===== src/rtl/brisc_pkg.sv =====
// Shared types and widths for the brisc memory subsystem.
// Holds the arbiter state and owner encodings used by mem_arbiter and mem_arb_select.
package brisc_pkg;

    localparam int ADDRESS_WIDTH    = 32;
    localparam int CACHE_LINE_WIDTH = 128;

    typedef enum logic [1:0] {
        IDLE  = 2'd0,
        ISSUE = 2'd1,
        WAIT  = 2'd2
    } mem_arb_state_e;

    typedef enum logic {
        ICACHE = 1'b0,
        DCACHE = 1'b1
    } mem_arb_owner_e;

endpackage


===== src/rtl/mem_arb_select.sv =====
// Combinational picker that chooses which cache owns the next memory transaction.
// Build option MEM_ARB_ROUND_ROBIN_EN: ties alternate away from the previous owner;
// without it the dcache always wins a tie and no last-owner input exists.
module mem_arb_select
    import brisc_pkg::*;
(
    input  logic           ic_req,
    input  logic           dc_req,
`ifdef MEM_ARB_ROUND_ROBIN_EN
    input  mem_arb_owner_e last_owner,
`endif
    output logic           valid,
    output mem_arb_owner_e owner
);

    // A lone requester wins outright; a tie is settled by the build option
    always_comb begin
        valid = ic_req | dc_req;
        owner = DCACHE;
        if (ic_req && !dc_req) begin
            owner = ICACHE;
        end else if (ic_req && dc_req) begin
`ifdef MEM_ARB_ROUND_ROBIN_EN
            owner = (last_owner == ICACHE) ? DCACHE : ICACHE;
`else
            owner = DCACHE;
`endif
        end
    end

endmodule


===== src/rtl/mem_arbiter.sv =====
// Shares the single main-memory port between the icache and the dcache.
// One transaction in flight: IDLE picks an owner, ISSUE presents the latched
// request until memory accepts it, WAIT routes the response back to the owner.
// Build option MEM_ARB_ROUND_ROBIN_EN: round-robin tie breaking with a
// last-owner register; otherwise fixed dcache priority.
module mem_arbiter
    import brisc_pkg::*;
#(
    parameter int ADDR_W = ADDRESS_WIDTH,
    parameter int LINE_W = CACHE_LINE_WIDTH
) (
    input  logic              clk,
    input  logic              reset,
    input  logic              ic_req_in,
    input  logic [ADDR_W-1:0] ic_req_addr_in,
    output logic              ic_grant_out,
    output logic              ic_fill_out,
    output logic [LINE_W-1:0] ic_fill_data_out,
    output logic [ADDR_W-1:0] ic_fill_addr_out,
    input  logic              dc_req_in,
    input  logic [ADDR_W-1:0] dc_req_addr_in,
    input  logic [LINE_W-1:0] dc_req_data_in,
    input  logic              dc_req_write_in,
    output logic              dc_grant_out,
    output logic              dc_fill_out,
    output logic [LINE_W-1:0] dc_fill_data_out,
    output logic [ADDR_W-1:0] dc_fill_addr_out,
    output logic              mem_req_out,
    output logic [ADDR_W-1:0] mem_req_addr_out,
    output logic [LINE_W-1:0] mem_req_data_out,
    output logic              mem_req_write_out,
    input  logic              mem_ready_in,
    input  logic              mem_resp_in,
    input  logic [LINE_W-1:0] mem_resp_data_in,
    input  logic [ADDR_W-1:0] mem_resp_addr_in
);

    mem_arb_state_e state;
    mem_arb_owner_e owner;
    logic           sel_valid;
    mem_arb_owner_e sel_owner;

`ifdef MEM_ARB_ROUND_ROBIN_EN
    mem_arb_owner_e last_owner;

    // Remember who won the most recent arbitration so the next tie goes the other way
    always_ff @(posedge clk or negedge reset) begin
        if (!reset) begin
            last_owner <= DCACHE;
        end else if (state == IDLE && sel_valid) begin
            last_owner <= sel_owner;
        end
    end
`endif

    mem_arb_select u_select (
        .ic_req     (ic_req_in),
        .dc_req     (dc_req_in),
`ifdef MEM_ARB_ROUND_ROBIN_EN
        .last_owner (last_owner),
`endif
        .valid      (sel_valid),
        .owner      (sel_owner)
    );

    // Transaction FSM: latch the winner's request, hold it until accepted, route the response
    always_ff @(posedge clk or negedge reset) begin
        if (!reset) begin
            state             <= IDLE;
            owner             <= DCACHE;
            ic_grant_out      <= 1'b0;
            dc_grant_out      <= 1'b0;
            ic_fill_out       <= 1'b0;
            dc_fill_out       <= 1'b0;
            ic_fill_data_out  <= '0;
            ic_fill_addr_out  <= '0;
            dc_fill_data_out  <= '0;
            dc_fill_addr_out  <= '0;
            mem_req_out       <= 1'b0;
            mem_req_addr_out  <= '0;
            mem_req_data_out  <= '0;
            mem_req_write_out <= 1'b0;
        end else begin
            ic_fill_out <= 1'b0;
            dc_fill_out <= 1'b0;
            case (state)
                IDLE: begin
                    ic_grant_out <= 1'b0;
                    dc_grant_out <= 1'b0;
                    if (sel_valid) begin
                        state       <= ISSUE;
                        owner       <= sel_owner;
                        mem_req_out <= 1'b1;
                        if (sel_owner == ICACHE) begin
                            ic_grant_out      <= 1'b1;
                            mem_req_addr_out  <= ic_req_addr_in;
                            mem_req_data_out  <= '0;
                            mem_req_write_out <= 1'b0;
                        end else begin
                            dc_grant_out      <= 1'b1;
                            mem_req_addr_out  <= dc_req_addr_in;
                            mem_req_data_out  <= dc_req_data_in;
                            mem_req_write_out <= dc_req_write_in;
                        end
                    end
                end
                ISSUE: begin
                    if (mem_ready_in) begin
                        state       <= WAIT;
                        mem_req_out <= 1'b0;
                    end
                end
                WAIT: begin
                    if (mem_resp_in) begin
                        state <= IDLE;
                        if (mem_req_write_out) begin
                            ic_grant_out <= 1'b0;
                            dc_grant_out <= 1'b0;
                        end else if (owner == ICACHE) begin
                            ic_fill_out      <= 1'b1;
                            ic_fill_data_out <= mem_resp_data_in;
                            ic_fill_addr_out <= mem_resp_addr_in;
                        end else begin
                            dc_fill_out      <= 1'b1;
                            dc_fill_data_out <= mem_resp_data_in;
                            dc_fill_addr_out <= mem_resp_addr_in;
                        end
                    end
                end
                default: begin
                    state <= IDLE;
                end
            endcase
        end
    end

`ifndef SYNTHESIS
    // Warn when memory answers while no transaction is waiting; the response is dropped
    always_ff @(posedge clk) begin
        assert (!(reset && mem_resp_in && state != WAIT))
            else $warning("mem_arbiter: mem_resp_in outside WAIT ignored");
    end
`endif

endmodule


===== config.mk =====
export PLATFORM = sky130hd
export DESIGN_NAME = mem_arbiter
export DESIGN_NICKNAME = d
export VERILOG_FILES = /design/src/rtl/brisc_pkg.sv /design/src/rtl/mem_arb_select.sv /design/src/rtl/mem_arbiter.sv
export SDC_FILE = /design/constraint.sdc
export NUM_CORES = 1
export LEC_CHECK = 0
export ABC_AREA = 0
export BUFFER_PORTS_ARGS = -buffer_cell sky130_fd_sc_hd__buf_2
export CAP_MARGIN = 20
export CORE_AREA = 2 2 325 327
export CTS_BUF_LIST = sky130_fd_sc_hd__clkbuf_2
export DETAILED_ROUTE_END_ITERATION = 12
export DIE_AREA = 0 0 327 329
export GPL_TIMING_DRIVEN = 0
export PLACE_DENSITY = 0.47
export SLEW_MARGIN = 40
export SYNTH_ARGS = -nofsm -noshare
export SYNTH_HDL_FRONTEND = slang
export SYNTH_SLANG_ARGS = --single-unit
export TNS_END_PERCENT = 5

===== constraint.sdc =====
create_clock -name clk -period 1.8 [get_ports clk]
set_clock_uncertainty 0.2 [all_clocks]
set_input_delay 0.54 -clock clk [delete_from_list [all_inputs] [get_ports clk]]
set_output_delay 0.54 -clock clk [all_outputs]
set_load 0.02 [all_outputs]

==> impl_metrics.sql, run 1 <==
INSERT INTO impl_metrics (metric_group, metric, value, unit) VALUES
('status', 'run_status', 'stopped before the end', ''),
('status', 'lastStage', 'clock tree synthesis (4_1_cts)', ''),
('status', 'toolErrorMsg', '[ERROR RSZ-0060] Max buffer count reached.', ''),
('synthesis', 'synth.top_cells.by_area', 'sky130_fd_sc_hd__dfrtp_1 (65%), sky130_fd_sc_hd__mux2_2 (16%), sky130_fd_sc_hd__mux2_4 (7.1%)', ''),
('clock_tree', 'cts_inserted_buffers', '141', ''),
('floorplan', 'dieHeight', '329', 'microns'),
('synthesis', 'yosys_most_used_dff', 'sky130_fd_sc_hd__dfrtp_1', ''),
('placed_design', 'gp_congestion', '0.930', ''),
('synthesis', 'synth_cells', '1097', ''),
('clock_tree', 'holdBufCountCts', '720', ''),
('synthesis', 'synth.ff_latch_count', '489', ''),
('clock_tree', 'clk_path_buf_depth', '3', ''),
('synthesis', 'synth-warning-count', '0', ''),
('floorplan', 'fp-row-count', '119', ''),
('floorplan', 'boundary_pins', '845', ''),
('synthesis', 'async_flop_share', '1.00', ''),
('synthesis', 'avgSynthCellArea', '17.1', 'sq um'),
('clock_tree', 'clockRootBuffer', 'sky130_fd_sc_hd__clkbuf_2', ''),
('floorplan', 'initial_core_util', '0.179', ''),
('synthesis', 'synthesis.area', '18700', 'sq um'),
('synthesis', 'seq_area_frac_synth', '0.654', ''),
('synthesis', 'yosysTopAreaCell', 'sky130_fd_sc_hd__dfrtp_1', ''),
('synthesis', 'post-synth-top-area-fraction', '0.652', ''),
('clock_tree', 'cts_sink_count', '489', ''),
('synthesis', 'ys_top_cells_by_count', 'sky130_fd_sc_hd__dfrtp_1 (488), sky130_fd_sc_hd__mux2_2 (271), sky130_fd_sc_hd__a22o_1 (129), sky130_fd_sc_hd__mux2_4 (89), sky130_fd_sc_hd__mux2_1 (24)', ''),
('synthesis', 'mappedNetlistNets', '1456', ''),
('placed_design', 'placement.io_buffers', '844', ''),
('synthesis', 'yosys.cell_types.count', '28', ''),
('clock_tree', 'post_cts.resized_instances', '555', ''),
('floorplan', 'floorplan.die.width', '327', 'microns'),
('placed_design', 'place.detailed.instances', '3339', ''),
('clock_tree', 'h-tree-depth', '4', ''),
('clock_tree', 'post-cts-setup-buffer-count', '13', ''),
('placed_design', 'dpl.hpwl', '54.8', 'mm'),
('synthesis', 'post-synth-top-count-cell', 'sky130_fd_sc_hd__dfrtp_1', ''),
('synthesis', 'synth_edf_count', '0', '');
[through the flow]
stage	instance area (sq um)	setup WS, ps
2_1_floorplan	18800	-137
3_3_place_gp	24800	-10430
3_5_place_dp	25000	-778
[kinds of logic after synthesis]
family / synth area share
muxes: 0.249
and+or+nand+nor: 0.00475
AOI/OAI and AO/OA: 0.0625
DFF: 0.654
buffers and inverters: 0.0304
==> run 2, diff against run 1 <==
--- a/config.mk
+++ b/config.mk
@@ -8,12 +8,11 @@
 export ABC_AREA = 0
 export BUFFER_PORTS_ARGS = -buffer_cell sky130_fd_sc_hd__buf_2
 export CAP_MARGIN = 20
-export CORE_AREA = 2 2 325 327
-export CTS_BUF_LIST = sky130_fd_sc_hd__clkbuf_2
+export CORE_AREA = 2 2 331 333
 export DETAILED_ROUTE_END_ITERATION = 12
-export DIE_AREA = 0 0 327 329
+export DIE_AREA = 0 0 333 335
 export GPL_TIMING_DRIVEN = 0
-export PLACE_DENSITY = 0.47
+export PLACE_DENSITY_LB_ADDON = 0.15
 export SLEW_MARGIN = 40
 export SYNTH_ARGS = -nofsm -noshare
 export SYNTH_HDL_FRONTEND = slang
==> constraint.sdc (replaced) <==
create_clock -name clk -period 2.34 [get_ports clk]
set_clock_uncertainty 0.2 [all_clocks]
set_input_delay 0.702 -clock clk [delete_from_list [all_inputs] [get_ports clk]]
set_output_delay 0.702 -clock clk [all_outputs]
set_load 0.02 [all_outputs]
==> run 2 against run 1 <==
  * The flow now finishes without violations
  * Area after synthesis unchanged
  * Synthesized cell count did not move
==> impl_metrics.sql, run 2 <==
INSERT INTO impl_metrics (metric_group, metric, value, unit) VALUES
('critical_path', 'critical_path.cell_chain', 'and4bb_4, nor2b_4, buf_12, buf_16, buf_16, mux2_4', ''),
('floorplan', 'core_area', '108000', 'sq um'),
('grt', 'grt_usage', '0.122', ''),
('placed_design', 'dpl_worst_slack', '-362', 'ps'),
('grt', 'overflow_left_after_global_routing', '0', ''),
('power', 'ir_worst_vdd', '644', 'uV'),
('hold_path', 'classification_of_the_worst_slack_hold_path', 'input pin to flop', ''),
('synthesis', 'synth-warning-count', '0', ''),
('synthesis', 'post-synth-top-area-fraction', '0.652', ''),
('sta', 'max_freq', '450', 'MHz'),
('critical_path', 'cp_slowest_stage_delay', '420', 'ps'),
('power', 'power_frac_comb', '0.412', ''),
('floorplan', 'dieHeight', '335', 'microns'),
('clock_tree', 'cts_inserted_buffers', '59', ''),
('clock_tree', 'clockRootBuffer', 'sky130_fd_sc_hd__clkbuf_16', ''),
('synthesis', 'ys_top_cells_by_count', 'sky130_fd_sc_hd__dfrtp_1 (488), sky130_fd_sc_hd__mux2_2 (271), sky130_fd_sc_hd__a22o_1 (129), sky130_fd_sc_hd__mux2_4 (89), sky130_fd_sc_hd__mux2_1 (24)', ''),
('synthesis', 'avgSynthCellArea', '17.1', 'sq um'),
('sta', 'setup_violations', '0', ''),
('power', 'swShare', '0.388', ''),
('critical_path', 'data_required_critical_path', '2650', 'ps'),
('power', 'power.density', '1500', 'nW/um^2'),
('layout', 'final-instance-count-excl-fill', '3476', ''),
('detailed_routing', 'drt-wirelength-per-cell', '20.3', 'microns'),
('sta', 'report.final.slew_viol_count', '0', ''),
('synthesis', 'yosys.cell_types.count', '28', ''),
('power', 'internal_power', '0.0248', 'W'),
('layout', 'post_route_cells_drive_above_1_share', '0.665', ''),
('layout', 'largestRegisters', 'dc_fill_data_out (128), ic_fill_data_out (128), mem_req_data_out (128)', ''),
('grt', 'grt_pass1_wl', '102', 'mm'),
('clock_tree', 'cts_tree', 'done', ''),
('clock_tree', 'clk_path_buf_depth', '3', ''),
('detailed_routing', 'antenna_left', '0', ''),
('sta', 'period_share', '0.950', ''),
('detailed_routing', 'via_count', '13200', ''),
('clock_tree', 'post-cts-setup-buffer-count', '0', ''),
('synthesis', 'synth.top_cells.by_area', 'sky130_fd_sc_hd__dfrtp_1 (65%), sky130_fd_sc_hd__mux2_2 (16%), sky130_fd_sc_hd__mux2_4 (7.1%)', ''),
('synthesis', 'synthesis.area', '18700', 'sq um'),
('synthesis', 'async_flop_share', '1.00', ''),
('detailed_routing', 'route.detailed.drc', '0', ''),
('synthesis', 'synth.ff_latch_count', '489', ''),
('critical_path', 'crit_arrival', '2530', 'ps'),
('detailed_routing', 'drtPass1Iterations', '4', ''),
('layout', 'area_growth_syn_to_layout', '44.3', '%'),
('sta', 'fin_tns_setup', '0', 'ps'),
('detailed_routing', 'detail_route.vias_per_cell', '3.78', ''),
('floorplan', 'boundary_pins', '845', ''),
('synthesis', 'synth_cells', '1097', ''),
('synthesis', 'yosys_most_used_dff', 'sky130_fd_sc_hd__dfrtp_1', ''),
('power', 'lkg_pwr', '13.6', 'nW'),
('clock_tree', 'worstSkewPairLatency', '630', 'ps'),
('critical_path', 'worst_path_dominant_cell_family', 'simple AND/OR/NAND/NOR gates', ''),
('layout', 'layout_commonest_cell', 'sky130_fd_sc_hd__buf_2', ''),
('synthesis', 'seq_area_frac_synth', '0.654', ''),
('detailed_routing', 'drtIter0Drc', '457', ''),
('sta', 'hold_viol_final', '0', ''),
('critical_path', 'cp_max_fo', '10', ''),
('synthesis', 'yosysTopAreaCell', 'sky130_fd_sc_hd__dfrtp_1', ''),
('critical_path', 'path_class', 'flop to flop', ''),
('critical_path', 'end_kind', 'flop', ''),
('status', 'run_status', 'complete, no violations', ''),
('detailed_routing', 'postRouteWirelength', '70.5', 'mm'),
('placed_design', 'placement.io_buffers', '844', ''),
('power', 'share_clk_of_total_power', '0.234', ''),
('floorplan', 'initial_core_util', '0.173', ''),
('clock_tree', 'h-tree-depth', '2', ''),
('floorplan', 'floorplan.die.width', '333', 'microns'),
('synthesis', 'mappedNetlistNets', '1456', ''),
('clock_tree', 'cts.clk_slew.worst_paths', '60', 'ps'),
('critical_path', 'critPathLaunchType', 'flop', ''),
('layout', 'commonest_non_fill_non_tap_cells_in_the_layout', 'sky130_fd_sc_hd__buf_2 (863), sky130_fd_sc_hd__dfrtp_1 (487), sky130_fd_sc_hd__mux2_2 (271), sky130_fd_sc_hd__a22o_1 (129), sky130_fd_sc_hd__mux2_4 (89)', ''),
('floorplan', 'fp-row-count', '121', ''),
('sta', 'worst_slew_pin_slew', '687', 'ps'),
('critical_path', 'critical-path-top-cell-by-count', 'sky130_fd_sc_hd__buf_16', ''),
('synthesis', 'synth_edf_count', '0', ''),
('power', 'seqPwrFrac', '0.354', ''),
('placed_design', 'dpl.hpwl', '55.1', 'mm'),
('sta', 'finalCriticalPeriod', '2220', 'ps'),
('sta', 'final.hold.worst_slack', '81.9', 'ps'),
('power', 'netSwitchingPower', '0.0157', 'W'),
('synthesis', 'post-synth-top-count-cell', 'sky130_fd_sc_hd__dfrtp_1', ''),
('sta', 'finalWorstSetupSlack', '116', 'ps'),
('sta', 'grt_setup_unrepaired', 'yes', ''),
('placed_design', 'place.detailed.instances', '3362', ''),
('grt', 'antenna_violations_before_repair', '13', ''),
('placed_design', 'gp_congestion', '0.833', ''),
('layout', 'nets', '2370', ''),
('floorplan', 'floorplan.die_area', '112000', 'sq um'),
('critical_path', 'cp.buffers_inverters', '3', ''),
('grt', 'first_global_vias', '14500', ''),
('job', 'maxCapViolCount', '0', ''),
('sta', 'maxSlewHeadroom', '0.542', ''),
('critical_path', 'critical_path_slowest_stage_cell', 'sky130_fd_sc_hd__dfrtp_1', ''),
('clock_tree', 'cts_sink_count', '489', ''),
('grt', 'grt_max_degree', '71', '');
-- run 2: cell counts after synthesis --
Identical to the previous run, type by type.
-- run 2: repair_timing --
item / in CTS / in global routing
endpoints found under the setup margin: 15 / 257
gates cloned: 0 / 1
endpoints found under the hold margin: 46 / 0
pin swaps: 1 / 0
hold buffers: 1 / 0
gates resized for setup: 5 / 12
-- run 2: cells by family (layout without fill, tap and decap cells) --
logic type             after synthesis  in the layout  synth area share
buffers and inverters               75           1037            0.0304
DFF                                489            489             0.654
and+or+nand+nor                     13             13           0.00475
muxes                              384            384             0.249
AOI/OAI and AO/OA                  136            136            0.0625
other                                0              3                 0
-- run 2: routing by layer --
layer  vias up  global-route usage  part of all wire
li1       5839                   -                 -
met1      6674               0.141              0.39
met2       528               0.212              0.50
met3       105              0.0420             0.081
met4        10              0.0380             0.024
met5         -                   0           0.00089
-- run 2: per-stage QoR --
step                area [sq um]  total power (W)   util
floorplan                  18700           0.0243      -
detailed placement         24900           0.0314  0.231
global route               27000           0.0428  0.250
CTS                        27000           0.0413  0.249
global placement           24700           0.0312  0.229
finish                     27000           0.0405  0.250
-- run 2: area by class of cell --
class                           instances  area [sq um]
Antenna cell                            3          7.51
Buffer                                 72           607
Clock buffer                           85          1710
Clock inverter                         24           293
Fill cell                           11500         81100
Inverter                                3          11.3
Multi-Input combinational cell        533          5920
Sequential cell                       489         12200
Tap cell                             1414          1770
Timing Repair Buffer                  853          4470
-- run 2: power groups by stage --
stage               combinational, W  clock, W  sequential [W]
floorplan                    0.00533         0          0.0189
global placement              0.0168         0          0.0144
detailed placement            0.0170         0          0.0145
CTS                           0.0170   0.00990          0.0144
global route                  0.0177    0.0102          0.0149
finish                        0.0167   0.00947          0.0144
-- run 2: final timing paths --
| path | from | endpoint | slack [ps] | depth (start not counted) |
|---|---|---|---|---|
| max in group asynchronous | reset | mem_req_data_out[10] | 180 | 5 |
| max | state[0] | ic_fill_data_out[8] | 120 | 6 |
| min | dc_req_data_in[71] | mem_req_data_out[71] | 80 | 2 |
| min in group asynchronous | reset | ic_fill_data_out[44] | 350 | 2 |
| min reg2reg | mem_req_out | mem_req_out | 280 | 2 |
| max reg2reg | state[0] | ic_fill_data_out[8] | 120 | 6 |
Power figures use the tool's default switching activity.
